--- src/rtl/core_pkg.sv ---
// Shared definitions for the core front end: fetch FSM states and
// architectural constants used by the fetch stage.
package core_pkg;

    localparam int XLEN_DEFAULT = 32;
    localparam int INSTR_BYTES  = 4;

    typedef enum logic [1:0] {
        IDLE,
        REQ,
        WAIT
    } fetch_state_t;

endpackage

--- src/rtl/pc_next.sv ---
// Combinational next-PC selection: hold, sequential (+4) or taken target.
// A taken branch to a non word-aligned target holds the PC and flags it.
module pc_next
    import core_pkg::*;
#(
    parameter int XLEN = XLEN_DEFAULT
) (
    input  logic [XLEN-1:0] pc,
    input  logic            instr_valid,
    input  logic [XLEN-1:0] instr_pc,
    input  logic            br_taken,
    input  logic [XLEN-1:0] br_target,
    output logic [XLEN-1:0] next_pc,
    output logic            misalign_hit
);

    always_comb begin
        misalign_hit = br_taken && (br_target[1:0] != 2'b00);
        next_pc      = pc;
        // Until something has been fetched there is no PC to step from.
        if (!misalign_hit && instr_valid) begin
            next_pc = br_taken ? br_target : instr_pc + XLEN'(INSTR_BYTES);
        end
    end

endmodule

--- src/rtl/fetch_unit.sv ---
// PC register and single-outstanding instruction fetch over a
// request/grant/response memory handshake.
module fetch_unit
    import core_pkg::*;
#(
    parameter int              XLEN     = XLEN_DEFAULT,
    parameter logic [XLEN-1:0] RESET_PC = '0
) (
    input  logic            clk,
    input  logic            reset,
    input  logic            en_branch,
    input  logic            en_fetch,
    input  logic            br_taken,
    input  logic [XLEN-1:0] br_target,
    output logic            imem_req,
    output logic [XLEN-1:0] imem_addr,
    input  logic            imem_gnt,
    input  logic            imem_rvalid,
    input  logic [XLEN-1:0] imem_rdata,
    output logic [XLEN-1:0] instr,
    output logic [XLEN-1:0] instr_pc,
    output logic            instr_valid,
    output logic            done,
    output logic            busy,
    output logic            misalign
);

    fetch_state_t    state, state_d;
    logic [XLEN-1:0] pc, pc_d;
    logic            pend_valid, pend_taken;
    logic [XLEN-1:0] pend_target;

    logic            completing, apply_upd;
    logic            sel_taken, base_valid;
    logic [XLEN-1:0] sel_target, base_pc, next_pc;
    logic            misalign_hit;

    assign completing = (state == WAIT) && imem_rvalid;
    assign imem_req   = (state == REQ);
    assign busy       = (state != IDLE);

    // On the completing cycle the update steps from the PC just fetched; a
    // branch arriving in that same cycle supersedes the pending one.
    always_comb begin
        apply_upd  = 1'b0;
        sel_taken  = br_taken;
        sel_target = br_target;
        base_pc    = instr_pc;
        base_valid = instr_valid;
        if (completing) begin
            base_pc    = imem_addr;
            base_valid = 1'b1;
            if (en_branch) begin
                apply_upd = 1'b1;
            end else if (pend_valid) begin
                apply_upd  = 1'b1;
                sel_taken  = pend_taken;
                sel_target = pend_target;
            end
        end else if (state == IDLE && en_branch) begin
            apply_upd = 1'b1;
        end
    end

    pc_next #(.XLEN(XLEN)) u_pc_next (
        .pc           (pc),
        .instr_valid  (base_valid),
        .instr_pc     (base_pc),
        .br_taken     (sel_taken),
        .br_target    (sel_target),
        .next_pc      (next_pc),
        .misalign_hit (misalign_hit)
    );

    assign pc_d = apply_upd ? next_pc : pc;

    always_comb begin
        state_d = state;
        case (state)
            IDLE:    if (en_fetch)    state_d = REQ;
            REQ:     if (imem_gnt)    state_d = WAIT;
            WAIT:    if (imem_rvalid) state_d = IDLE;
            default: state_d = IDLE;
        endcase
    end

    always_ff @(posedge clk or posedge reset) begin
        if (reset) begin
            state       <= IDLE;
            pc          <= RESET_PC;
            imem_addr   <= RESET_PC;
            instr       <= '0;
            instr_pc    <= '0;
            instr_valid <= 1'b0;
            done        <= 1'b0;
            misalign    <= 1'b0;
            pend_valid  <= 1'b0;
            pend_taken  <= 1'b0;
            pend_target <= '0;
        end else begin
            state <= state_d;
            pc    <= pc_d;
            done  <= completing;
            if (apply_upd && misalign_hit) begin
                misalign <= 1'b1;
            end
            if (state == IDLE && en_fetch) begin
                imem_addr <= pc_d;
            end
            if (completing) begin
                instr       <= imem_rdata;
                instr_pc    <= imem_addr;
                instr_valid <= 1'b1;
                pend_valid  <= 1'b0;
            end else if (state != IDLE && en_branch) begin
                pend_valid  <= 1'b1;
                pend_taken  <= br_taken;
                pend_target <= br_target;
            end
        end
    end

endmodule

--- config.mk ---
export PLATFORM = sky130hd
export DESIGN_NAME = fetch_unit
export DESIGN_NICKNAME = d
export VERILOG_FILES = /design/src/rtl/core_pkg.sv /design/src/rtl/pc_next.sv /design/src/rtl/fetch_unit.sv
export SDC_FILE = /design/constraint.sdc
export NUM_CORES = 1
export LEC_CHECK = 0
export ABC_CLOCK_PERIOD_IN_PS = 7870
export CAP_MARGIN = 20
export CORE_MARGIN = 1.5
export CORE_UTILIZATION = 35
export CTS_CLUSTER_SIZE = 25
export DETAILED_ROUTE_END_ITERATION = 6
export PLACE_DENSITY = 0.7
export SLEW_MARGIN = 10
export SYNTH_ARGS = -nofsm -noshare
export SYNTH_HDL_FRONTEND = slang
export SYNTH_SLANG_ARGS = --single-unit
--- constraint.sdc ---
create_clock -name clk -period 7.87 [get_ports clk]
set_input_delay 1.9675 -clock clk [delete_from_list [all_inputs] [get_ports clk]]
set_output_delay 1.9675 -clock clk [all_outputs]
set_load 0.05 [all_outputs]
# Word-level counts from Yosys, hierarchy flattened
# Cells that the tools add are included.
# op_classes
add_sub_neg,1
eq_ne,5
muxes,21
n_bitwise,1
reduce_logical,14
# ops
cell,n
32-bit two-way mux,7
32-bit by 3-bit adder with 32-bit output (second input constant),1
1-bit two-way mux,10
1-bit logical AND,7
2-bit two-way mux,3
2-bit one-hot mux with 3 select lines,1
2-bit nonzero test,3
2-bit inequality test (second input constant),2
3-bit AND reduction,1
2-bit by 1-bit equality test with 1-bit output (second input constant),1
2-bit equality test (second input constant),1
2-bit zero test,1
2-bit by 1-bit inequality test with 1-bit output (second input constant),1
2-bit AND reduction,1
1-bit zero test,1
1-bit NOT,1
# word_totals
ff_bits,167
in_bits,71
output_inout_bits,101
wordCells,53

# Depth between registers and ports, before layout
# Gate-level depths: netlist of the first run.
# logic_depth
word_depth,9
mapped_depth,17
depth_no_buf,11

# Cells and area by module
# From an unflattened synthesis of the first run, not the netlist that was laid out.
# hier_totals
hier_cells,729
area_unflattened_um2,8443.1
# by_module_without_submodules
mod,instances,cells_each,area_per_inst_um2,seq_area_each_um2
fetch_unit,1,523,7149.4,4179.0
pc_next,1,206,1293.7,0.0

# Worst setup path before layout of the first run
# OpenSTA, ideal clock, no wires.
# synth_path
path_kind,in2reg
startpoint,in imem_rvalid
endpoint,reg imem_addr[20]
setup_time_ps,125
arrival_ps,5620
required_time_ps,7745
setup_slack_ps,2126
path_stages,17
path_buffers,6
path_cell_list,nand3b_4 -> inv_2 -> buf_2 -> buf_2 -> buf_1 -> clkbuf_1 -> clkbuf_1 -> nand2_1 -> nand2_1 -> ha_1 -> nand2_1 -> or4_1 -> a221oi_2 -> buf_4 -> nand3_1 -> a32o_1 -> mux2_2
# synth_via
word_cells_on_any_way,14
classes_between,add/sub: 1; mux: 8; reduce/logical: 5
# synth_lines
item,line,source
"start, declared",fetch_unit.sv:18,"input logic imem_rvalid,"
1-bit logical AND,fetch_unit.sv:38,assign completing = (state == WAIT) && imem_rvalid;
32-bit two-way mux,--,
net base_pc[3],fetch_unit.sv:35,"logic [XLEN-1:0] sel_target, base_pc, next_pc;"
32-bit by 3-bit adder with 32-bit output,pc_next.sv:22,next_pc = br_taken ? br_target : instr_pc + XLEN'(INSTR_BYTES);
32-bit two-way mux,pc_next.sv:22,
32-bit two-way mux,pc_next.sv:21,if (!misalign_hit && instr_valid) begin
32-bit two-way mux,fetch_unit.sv:75,assign pc_d = apply_upd ? next_pc : pc;
net pc_d[20],fetch_unit.sv:29,"logic [XLEN-1:0] pc, pc_d;"
"end signal, assigned",fetch_unit.sv:108,imem_addr <= pc_d;
"end, declared",fetch_unit.sv:16,"output logic [XLEN-1:0] imem_addr,"
# The timed path passes the listed nets, and every way through them passes these cells.
# A chain may end at the register's enable or synchronous reset.

# Final worst setup path of the first run
# Same ends and word-level chain as after synthesis.

==> impl_metrics.csv, run 1 <==
group,metric,value,unit
layout,nets,1049,
layout,antenna_cells,0,
global_routing,grt_pass1_vias,6420,
clock_network,cts_tree,"done",
clock_network,postCtsHoldBufs,0,
clock_network,clock_latency,0.43,ns
synth,synth.top_cell.area_share,52.2,%
synth,synth-seq-cells,167,
layout,fillers,2118,
pwr,finalPower,4.72,mW
timing,fin_worst_skew,0.00734,ns
timing,finalHoldViolations,0,
timing,fin_crit_sh,78.2,%
die,die_area,23800,sq um
layout,finalInstanceArea,10500,sq um
timing,holdWs,0.465,ns
setup_path,cp.arrival,6.47,ns
pwr,p_seq_share,33.6,%
layout,drive_gt1_share,11.1,%
synth,async_reset_ff_share,100,%
die,rows,55,
synth,synth_mux_area_share,11.6,%
place,dpl.hpwl,16500,um
synth,synth_edf_count,0,
timing,worstMarginPinSlew,0.941,ns
route,wl_per_cell,18.2,um
min_path,hold_class,"reg -> reg",
timing,setup_viol,0,
die,die_w,154,um
place,place.gp.congestion,0.890,
route,drc_errors,0,
timing,setup_tns,0,ns
synth,synth-xor-area-share,1.53,%
flow_run,maxCapViolCount,0,
global_routing,grt_pass1_wl,36100,um
synth,synth-main-ff-cell,"dfrtp_1",
place,place_ws,1.32,ns
clock_network,cts-root-buf,"clkbuf_16",
outcome,status,"finished, final reports clean",
synth,mappedNetlistArea,8010,sq um
setup_path,start_kind,"input port",
route,drtPass1Iterations,5,
synth,ys_seq_area_share,52.2,%
layout,layout_commonest_cell,"nand2_1",
global_routing,globalRouteTotalUtil,19.6,%
pwr,p_leak,4.65,nW
route,wl,23100,um
clock_network,cts-resized-gates,0,
clock_network,cts_buffers,17,
route,postRouteAntennaNets,0,
synth,synth_nets,892,
synth,avgSynthCellArea,9.76,sq um
synth,synthAdderAreaFrac,0.156,%
place,numPortBuffers,171,
route,drt_iter0_markers,629,
synth,yosysUniqueCellTypes,59,
setup_path,cp_max_fo,41,
timing,relSlewSlack,37.3,%
synth,synth.top_cells.by_area,"dfrtp_1, nand2_1, mux2_2",
layout,layout_common_cells,"nand2_1, clkdlybuf4s50_1, dfrtp_1",
layout,ff_latch_area,4180,sq um
setup_path,critPathCaptureType,"flip-flop",
route,vias,6767,
layout,syn2layout_area_growth,31.5,%
timing,rsz0062_at_grt,"false",
pwr,p_switching,2.15,mW
clock_network,postCtsSetupBuffers,0,
die,dieHeight,154,um
synth,ys_warn_count,0,
global_routing,grt_max_degree,60,
global_routing,antenna_found_initial,0,
timing,setup_ws,1.72,ns
synth,synth_top_cell_by_area,"dfrtp_1",
pwr,p_per_area,448,nW/um^2
global_routing,gr-total-overflow,0,
clock_network,cts.clk_slew.worst_paths,0.06,ns
pwr,p_int,2.56,mW
pwr,ir_drop,0.191,mV
synth,synth_compound_area_share,10.4,%
synth,netlist_instances,820,
die,core-area,22600,sq um
setup_path,worst-setup-path-type,"in -> reg",
synth,synth_top_family_by_area,"simple AND/OR/NAND/NOR gates",
clock_network,cts_buffer_depth,2,
setup_path,crit_required,8.19,ns
timing,slew_violations,0,
pwr,switching_share,45.7,%
route,viasPerCell,5.33,
die,ioPinCount,172,
timing,fin_crit,6.15,ns
synth,synthSimpleGateAreaFrac,21.0,%
place,postPlaceCellArea,9960,sq um
pwr,combPwrFrac,49.3,%
layout,multiInputGateArea,3580,sq um
clock_network,htreeDepth,4,
pwr,power.share.clock,17.1,%
clock_network,cts.sinks,167,
timing,fmax,0.163,GHz
die,start_util,35.5,%
through the flow:
| stage | utilization (%) | cells |
|---|---|---|
| 2_1_floorplan | - | 820 |
| 3_3_place_gp | 44.1 | 1242 |
| 3_5_place_dp | 44.1 | 1242 |
| 4_1_cts | 46.6 | 1269 |
| 5_1_grt | 46.6 | 1270 |
| 6_report | 46.6 | 1270 |
layer usage:
metal  track usage [%]  vias up  routed length, um  part of all wire (%)
met2              30.3      237              10600                    46
met1              26.5     3314              10100                    44
met3              5.18       32               1810                   7.8
met5                 0        -                  0                     0
met4              7.26        0                556                   2.4
li1                  -     3184                  -                     -
sequential cells by signal, indices dropped and copies added, names as in the netlist:
signal / count
misalign: 1
done: 1
imem_addr: 32
pend_taken: 1
pc: 32
pend_valid: 1
state: 2
instr: 32
instr_pc: 32
instr_valid: 1
pend_target: 32
worst max-delay path: stages:
cell and delay (ns):
clkdlybuf4s50_1 0.58, nand3b_4 0.42, inv_2 0.68, nand2_1 0.11, nand2_1 0.11, ha_1 0.26, nand2_1 0.12, or4_1 0.64
a221oi_2 0.83, nand3_1 0.17, a32o_1 0.29, mux2_2 0.26
power by group through the flow:
| stage | registers [mW] | logic (mW) | clock network, mW |
|---|---|---|---|
| floorplan | 2.26 | 0.845 | 0 |
| global placement | 1.58 | 2.30 | 0 |
| detailed placement | 1.59 | 2.32 | 0 |
| CTS | 1.58 | 2.33 | 0.814 |
| global route | 1.63 | 2.48 | 0.847 |
| finish | 1.59 | 2.32 | 0.805 |
area by class of cell:
| type | instances | share of cell area, % |
|---|---|---|
| multi-input combinational | 594 | 34.0 |
| timing repair buffer | 182 | 17.1 |
| clock buffer | 22 | 4.50 |
| inverter | 15 | 0.582 |
| tap | 285 | 3.39 |
| clock inverter | 5 | 0.713 |
| sequential | 167 | 39.7 |
synth_stat cells (2+ instances only):
library cell,n
o211ai_1,6
mux2i_1,24
a2bb2oi_1,2
or4_1,5
and3_1,13
o21ai_1,2
nor4_1,4
nand4_1,17
or3_1,9
mux2_2,60
a21oi_1,21
xor2_1,3
nand3_1,28
nor3b_1,5
buf_2,12
a32o_1,3
a31o_2,4
clkbuf_1,24
nor2_1,25
buf_1,6
nor3_1,4
nand2_1,235
o31ai_1,17
nand3b_1,14
a22o_1,2
and2_1,3
o21ai_0,28
o221ai_1,4
a311oi_1,2
o21a_1,3
xnor2_1,11
o22ai_1,3
a31oi_1,13
dfrtp_1,167
inv_1,14
a21o_1,2
nand2b_1,3
path summary, 6_finish.rpt:
check                      slack (ns)  cells after the start                 start                         to
setup / recovery                 1.72                     12           imem_rvalid  imem_addr[20]$_DFFE_PP0P_
hold / removal                   0.47                      2       pc[0]$_DFF_PP0_            pc[0]$_DFF_PP0_
setup reg to reg                 3.36                     11  state[1]$_DFFE_PP0P_  imem_addr[20]$_DFFE_PP0P_
hold reg to reg                  0.47                      2       pc[0]$_DFF_PP0_            pc[0]$_DFF_PP0_
max in group asynchronous        4.74                      3                 reset       instr[9]$_DFFE_PP0N_
min in group asynchronous        1.97                      2                 reset      instr_valid$_DFF_PP0_
cell families after synthesis:
group,after synthesis
AND/OR/NAND/NOR,371
buffers and inverters,59
adder cells (fa/ha/maj),1
multiplexers,85
XOR/XNOR,14
flip-flops,167
AO/OA/AOI/OAI,123
No activity file was read; power rests on OpenSTA's default activity.
==> run 2: changes to the inputs <==
Settings changed: ABC_CLOCK_PERIOD_IN_PS 7870 to 6300.
Clock period 7.87 ns to 6.3 ns, I/O delays scaled along.
==> run 2 against run 1 <==
- sequential share of layout area down 0.19 points
- first-iteration DRC count is 8.4% lower
- clock skew up 0.00082 ns
- flip-flop and latch count did not move
- critical path type unchanged
- setup slack worse by 0.46 ns
- via count increased by 0.84%
- highest routed layer unchanged
- utilization up 0.23 points
- critical endpoint unchanged
==> impl_metrics.csv, run 2 (synthesis results as in run 1) <==
group,metric,value,unit
die,start_util,35.5,%
layout,fillers,2071,
die,dieHeight,154,um
layout,antenna_cells,0,
route,drc_errors,0,
die,die_w,154,um
pwr,p_per_area,561,nW/um^2
timing,rsz0062_at_grt,"false",
layout,syn2layout_area_growth,32.2,%
global_routing,gr-total-overflow,0,
route,postRouteAntennaNets,0,
setup_path,cp_max_fo,25,
timing,fin_worst_skew,0.00816,ns
min_path,min_to,"pc[10]$_DFF_PP0_",
min_path,min-delay-start,"pc[10]$_DFF_PP0_",
global_routing,grt_max_degree,93,
die,ioPinCount,172,
timing,fmax,0.198,GHz
global_routing,grt_pass1_vias,6480,
setup_path,reg2reg_depth,11,
clock_network,cts.sinks,167,
clock_network,cts_tree,"done",
timing,setup_tns,0,ns
clock_network,cts.clk_slew.worst_paths,0.07,ns
layout,drive_gt1_share,12.0,%
place,dpl.hpwl,16700,um
clock_network,cts-root-buf,"clkbuf_16",
min_path,hold_class,"reg -> reg",
route,drt_iter0_markers,576,
global_routing,antenna_found_initial,0,
setup_path,rr_endpoint,"imem_addr[20]$_DFFE_PP0P_",
timing,fin_crit,5.04,ns
clock_network,cts_buffer_depth,2,
clock_network,postCtsHoldBufs,0,
place,place_ws,0.860,ns
timing,worstMarginPinSlew,0.956,ns
setup_path,worst-setup-path-type,"in -> reg",
place,numPortBuffers,171,
pwr,p_leak,4.67,nW
layout,nets,1053,
die,rows,55,
timing,slew_violations,0,
timing,relSlewSlack,36.2,%
layout,fin_util,46.9,%
flow_run,maxCapViolCount,0,
global_routing,globalRouteTotalUtil,19.9,%
setup_path,r2r_setup_slack,2.50,ns
route,vias,6824,
timing,holdWs,0.474,ns
setup_path,crit_required,6.62,ns
layout,final_cells,1278,
clock_network,cts-resized-gates,0,
layout,layout_commonest_cell,"nand2_1",
setup_path,critPathCaptureType,"flip-flop",
timing,finalHoldViolations,0,
min_path,whs_path_depth,2,
route,viasPerCell,5.34,
timing,setup_ws,1.26,ns
timing,fin_crit_sh,80.0,%
clock_network,cts_buffers,17,
die,core-area,22600,sq um
outcome,status,"finished, final reports clean",
pwr,ir_drop,0.219,mV
place,dp.cells,1247,
setup_path,cp.arrival,5.36,ns
clock_network,htreeDepth,4,
setup_path,start_kind,"input port",
die,die_area,23800,sq um
route,wl_per_cell,18.3,um
global_routing,grt_pass1_wl,36600,um
clock_network,postCtsSetupBuffers,0,
route,drtPass1Iterations,5,
clock_network,clock_latency,0.44,ns
timing,setup_viol,0,
place,place.gp.congestion,0.878,
layout,layout_common_cells,"nand2_1, clkdlybuf4s50_1, dfrtp_1",
setup_path,timing.rr.start,"state[1]$_DFFE_PP0P_",
route,wl,23400,um
run 2: cell count changes in the layout (fill, tap and decap cells not counted), sizes merged:
| cell | delta |
|---|---|
| clkbuf | -5 |
| buf | +4 |
| clkinvlp | +4 |
| inv | +3 |
| clkinv | +2 |
run 2: how the worst max path moves through the flow:
| stage | from | depth (start not counted) | to |
|---|---|---|---|
| 6_report | imem_rvalid | 12 | imem_addr[20]$_DFFE_PP0P_ |
| 3_5_place_dp | imem_rvalid | 12 | imem_addr[20]$_DFFE_PP0P_ |
| 2_1_floorplan | reset | 1 | done$_DFF_PP0_ |
| 3_3_place_gp | imem_rvalid | 12 | imem_addr[20]$_DFFE_PP0P_ |
| 5_1_grt | imem_rvalid | 12 | imem_addr[26]$_DFFE_PP0P_ |
| 4_1_cts | imem_rvalid | 12 | imem_addr[20]$_DFFE_PP0P_ |
run 2: final cells by class:
cell class | instances | area (sq um) | area share, %
inverter | 15 | 61.3 | 0.579
clock inverter | 14 | 153 | 1.44
tap | 285 | 357 | 3.37
clock buffer | 17 | 425 | 4.02
timing repair buffer | 186 | 1820 | 17.2
sequential | 167 | 4180 | 39.5
multi-input combinational | 594 | 3580 | 33.8
run 2: critical path: stages:
cell	delay (ns)
clkdlybuf4s50_1	0.60
nand3b_4	0.33
inv_2	0.17
nand2_1	0.06
nand2_1	0.10
ha_1	0.26
nand2_1	0.12
or4_1	0.63
a221oi_2	0.80
nand3_1	0.15
a32o_1	0.29
mux2_2	0.26
run 2: through the flow:
| step | cell area (sq um) | power [mW] |
|---|---|---|
| after detailed placement | 10000 | 4.91 |
| after CTS | 10600 | 5.95 |
| final | 10600 | 5.94 |
| after global placement | 10000 | 4.85 |
| after global routing | 10600 | 6.24 |
| after floorplan | 8010 | 3.88 |
run 2: per-layer routing:
| layer | global-route usage (%) | vias to the layer above | routed length [um] | share of wire (%) |
|---|---|---|---|---|
| li1 | - | 3204 | - | - |
| met1 | 28.2 | 3375 | 10700 | 46 |
| met2 | 30.5 | 212 | 10900 | 47 |
| met3 | 3.59 | 33 | 1240 | 5.3 |
| met4 | 7.30 | 0 | 529 | 2.3 |
| met5 | 0 | - | 0 | 0 |
run 2: power by group:
part / total, mW / internal, mW / switching, mW
clock network: 1.04 / 0.585 / 0.453
registers: 1.98 / 1.57 / 0.415
logic: 2.92 / 1.04 / 1.88
total: 5.94 / 3.19 / 2.75
